`config.mk`:
```
export PLATFORM = sky130hd
export DESIGN_NAME = s_extend
export DESIGN_NICKNAME = d
export VERILOG_FILES = /design/src/rtl/s_extend_pkg.sv /design/src/rtl/s_extend_ext_core.sv /design/src/rtl/s_extend.sv
export SDC_FILE = /design/constraint.sdc
export NUM_CORES = 1
export LEC_CHECK = 0
export ABC_AREA = 1
export ABC_CLOCK_PERIOD_IN_PS = 800
export CAP_MARGIN = 20
export CORE_AREA = 4 4 80 97
export DETAILED_ROUTE_END_ITERATION = 7
export DIE_AREA = 0 0 84 101
export GPL_ROUTABILITY_DRIVEN = 0
export PLACE_DENSITY = 0.74
export SLEW_MARGIN = 25
export SYNTH_ARGS = -nofsm -noshare
export SYNTH_HDL_FRONTEND = slang
export SYNTH_HIERARCHICAL = 1
export SYNTH_SLANG_ARGS = --single-unit
```
`constraint.sdc`:
```
create_clock -name clk -period 0.8 [get_ports clk]
set_input_delay 0.08 -clock clk [delete_from_list [all_inputs] [get_ports clk]]
set_output_delay 0.08 -clock clk [all_outputs]
set_load 0.01 [all_outputs]
```
`src/rtl/s_extend_pkg.sv`:
```
// Shared widths for the decode and ALU blocks.
// Also carries the immediate-extension mode select.
package s_extend_pkg;

  localparam int IMM_W  = 16;
  localparam int WORD_W = 32;

  typedef enum logic {
    EXT_ZERO = 1'b0,
    EXT_SIGN = 1'b1
  } ext_mode_e;

endpackage

```
`src/rtl/s_extend_ext_core.sv`:
```
// Combinational widener for the immediate field.
// Fills the upper bits with the MSB in sign mode, and with zeros otherwise.
module ext_core #(
  parameter int IN_W  = 16,
  parameter int OUT_W = 32
) (
  input  logic [IN_W-1:0]  in,
  input  logic             sign_mode,
  output logic [OUT_W-1:0] out
);

  logic fill;

  assign fill = sign_mode & in[IN_W-1];
  assign out  = {{(OUT_W-IN_W){fill}}, in};

endmodule

```
`src/rtl/s_extend.sv`:
```
// ID-stage immediate extender.
// Produces sign, zero and branch-offset forms, plus an ID/EX register.
module s_extend
  import s_extend_pkg::*;
#(
  parameter int IN_W  = IMM_W,
  parameter int OUT_W = WORD_W
) (
  input  logic             clk,
  input  logic             rst,
  input  logic [IN_W-1:0]  nextend,
  output logic [OUT_W-1:0] extend,
  output logic [OUT_W-1:0] extend_zero,
  output logic [OUT_W-1:0] extend_sl2,
  output logic             is_neg,
  output logic [OUT_W-1:0] extend_q,
  output logic [OUT_W-1:0] extend_sl2_q
);

  generate
    if (OUT_W <= IN_W + 2) begin : g_bad_w
      $error("s_extend: OUT_W must exceed IN_W + 2");
    end
  endgenerate

  ext_core #(
    .IN_W  (IN_W),
    .OUT_W (OUT_W)
  ) u_sign (
    .in        (nextend),
    .sign_mode (EXT_SIGN),
    .out       (extend)
  );

  ext_core #(
    .IN_W  (IN_W),
    .OUT_W (OUT_W)
  ) u_zero (
    .in        (nextend),
    .sign_mode (EXT_ZERO),
    .out       (extend_zero)
  );

  // Top two bits are dropped; branch range is the caller's problem.
  assign extend_sl2 = {extend[OUT_W-3:0], 2'b00};
  assign is_neg     = nextend[IN_W-1];

  always_ff @(posedge clk or posedge rst) begin
    if (rst) begin
      extend_q     <= '0;
      extend_sl2_q <= '0;
    end else begin
      extend_q     <= extend;
      extend_sl2_q <= extend_sl2;
    end
  end

endmodule

```
### Word level (Yosys, flattened, before mapping)

Index checks and enable logic that the tools add are counted.
Widths: inputs -> output; s select.

* word-level logic and storage cells: 2
* flip-flop bits (word level): 32
* input bits: 18
* output and inout port bits: 161

### Logic depth before layout (Yosys ltp)

* depth after elaboration: 0
* depth in mapped cells: 4
* mapped depth without buffers: 2

### Cells and area by module

The synthesis kept the hierarchy.

By module, submodules not included
* s_extend: instances 1, cells each 100, seq. area each 800.8 um2, area each 1300.0 um2
* ext_core: instances 2, cells each 34, seq. area each 0.0 um2, area each 247.7 um2

### Least setup slack after synthesis

Ideal clock, no wire load.

* kind: input to output
* from: input nextend[15]
* to: output extend_sl2[18]
* path slack: 48 ps
* buffers on the path: 2
* stages: 4
* required time: 720 ps
* data arrival time: 672 ps
* cell sequence: nand2_1 > inv_1 > buf_4 > buf_4

RTL lines
* start: declaration: line s_extend.sv:11 `input logic [IN_W-1:0] nextend,`
* end: declaration: line s_extend.sv:14 `output logic [OUT_W-1:0] extend_sl2,`

No word-level cell between the ends.

==> run metrics <==
status finished with violations; violated checks setup timing; IO Count 179; commonest non-fill, non-tap cell in the layout buf_2; Worst Path Arrival 0.83 ns; all-layer global routing usage between 10% and 20%; worst hold path type primary input to register; core area 0.00677 mm²; delay-heaviest family, CP flip-flops; CP Max Fanout 2; fmax 1.10 GHz; max reg flops 32; ranking of synthesized cells by area buf_4, dfrtp_1, inv_1, conb_1, nand2_1; WL per Instance 14.9 µm; period utilization 114%; routed vias 1094; Leak 1.43 nW; PnR worst setup slack -0.113 ns; max_cap viols 0; CP Launch Type register; Yosys top cell by area buf_4; CTS max path bufs 2; Root Buffer clkbuf_8; diodes inserted 0; initial antenna violation count 0; final core utilization slightly below 40%; clock-pin transition on the worst setup and hold timing paths 0.06 ns; first-pass GRT wire length 6900 µm; post-route cell area between 0.002 and 0.003 mm²; Vias/cell 3.46; Biggest register extend_q; Tmin final between 0.9 and 1 ns; die area 0.00848 mm²; Ys Warns 6; CP Cell Sequence buf_6; Die Y 101 µm; vias in the first global route 1205; Power Density approximately 1500 mW/mm²; Mapped Cells 168; Final Max Slew Viols 0; Worst Path Required 0.72 ns; Synth Cell Area 0.00180 mm²; Initial Util between 20% and 30%; Final Hold Viols 0; std cell rows 33; TritonRoute pass-1 iters 4; Antenna Nets Post-Route 0; Worst IR Drop VDD 598 µV; TritonCTS buffer count 5; CTS H-tree lvls 2; Post-DP Area 0.00263 mm²; register area share after synthesis 44.6%; Detailed Route Iter0 Violations 9; dpl hpwl ~3300 µm; # hold bufs at CTS 0; Worst Path Buf+Inv 1; CP Capture Type output port; Fill cells 720; Cell variety after synth 5; Setup CP Type register to output port; Area Growth Syn to Fin 49.8%; drt drc 0; CTS Sinks 32; average size of a mapped cell 10.7 µm²; commonest cells after routing, fill and taps aside buf_2, buf_6, dfrtp_1; area share of the largest cell type after synthesis 53.9%; Yosys reg bits 32; CTS tree done; RSZ-0062 raised after global routing yes; largest net degree at the start of global routing 27; GR Overflow Total 0; nets 246; share of cells above drive strength 1 62.0%; Die W 84 µm; final wirelength 4690 µm; largest registers extend_q x32; CP max stage cell dfrtp_1; CP max stage delay 0.42 ns; IO Port Bufs 158; number of setup violations in the final report between 60 and 70
[path summary, 6_finish.rpt]
kind	start	slack (ns)	to	depth (start not counted)
setup / recovery	extend_q[18]$_DFF_PP0_	-0.11	extend_sl2_q[20]	1
hold / removal	nextend[15]	0.03	extend_q[15]$_DFF_PP0_	2
max in group asynchronous	rst	0.49	extend_q[31]$_DFF_PP0_	3
min in group asynchronous	rst	0.14	extend_q[18]$_DFF_PP0_	3
[what timing repair did]
action | CTS | global route
pin swaps | 1 | 0
setup buffers | 5 | 0
cloned | 5 | 0
gates resized for setup | 548 | 8
hold endpoints to repair | 0 | 0
endpoints found under the setup margin | 151 | 62
[layer usage]
metal	track usage, %	up-vias	wire, µm
met5	0	-	0
met4	4.46	0	68
met3	4.58	5	516
met2	19.5	89	2570
met1	11.2	507	1540
li1	-	493	-
[cell type report]
| cell class | instances | area, µm² | area share, % |
|---|---|---|---|
| inverter | 3 | 13.8 | 0.512 |
| sequential | 32 | 801 | 29.8 |
| clock buffer | 8 | 90.1 | 3.35 |
| tap | 87 | 109 | 4.05 |
| timing repair buffer | 178 | 1640 | 61.1 |
| multi-input combinational | 8 | 32.5 | 1.21 |
[where the power goes]
group	internal, mW	switching, mW	leakage (nW)
logic	0.610	0.540	0.987
clock network	0.701	0.549	0.0455
registers	1.70	0.0435	0.393
total	3.01	1.13	1.43
[cell families (layout without fill, tap and decap cells)]
kind of cell           count (synthesis)  in the layout  share of synthesized area (%)
buffers and inverters                132            189                           54.6
DFF                                   32             32                           44.6
other                                  2              6                          0.418
and+or+nand+nor                        2              2                          0.418
[through the flow]
| step | hold slack [ns] | cells | worst slack, ns | power (mW) | setup TNS [ns] |
|---|---|---|---|---|---|
| 2_1_floorplan | 0.196 | 172 | 0.0292 | 2.55 | 0 |
| 3_3_place_gp | 0.440 | 298 | -0.752 | 2.99 | -57.12 |
| 3_5_place_dp | 0.442 | 298 | -0.773 | 3.00 | -58.79 |
| 4_1_cts | 0.0272 | 316 | -0.126 | 4.22 | -5.32 |
| 5_1_grt | 0.0290 | 316 | -0.150 | 4.39 | -6.91 |
| 6_report | 0.0299 | 316 | -0.113 | 4.14 | -4.42 |
[synth_stat cells]
cell and count:
buf_4 129, conb_1 2, dfrtp_1 32, inv_1 3
nand2_1 2
No activity file was read; power rests on OpenSTA's default activity.
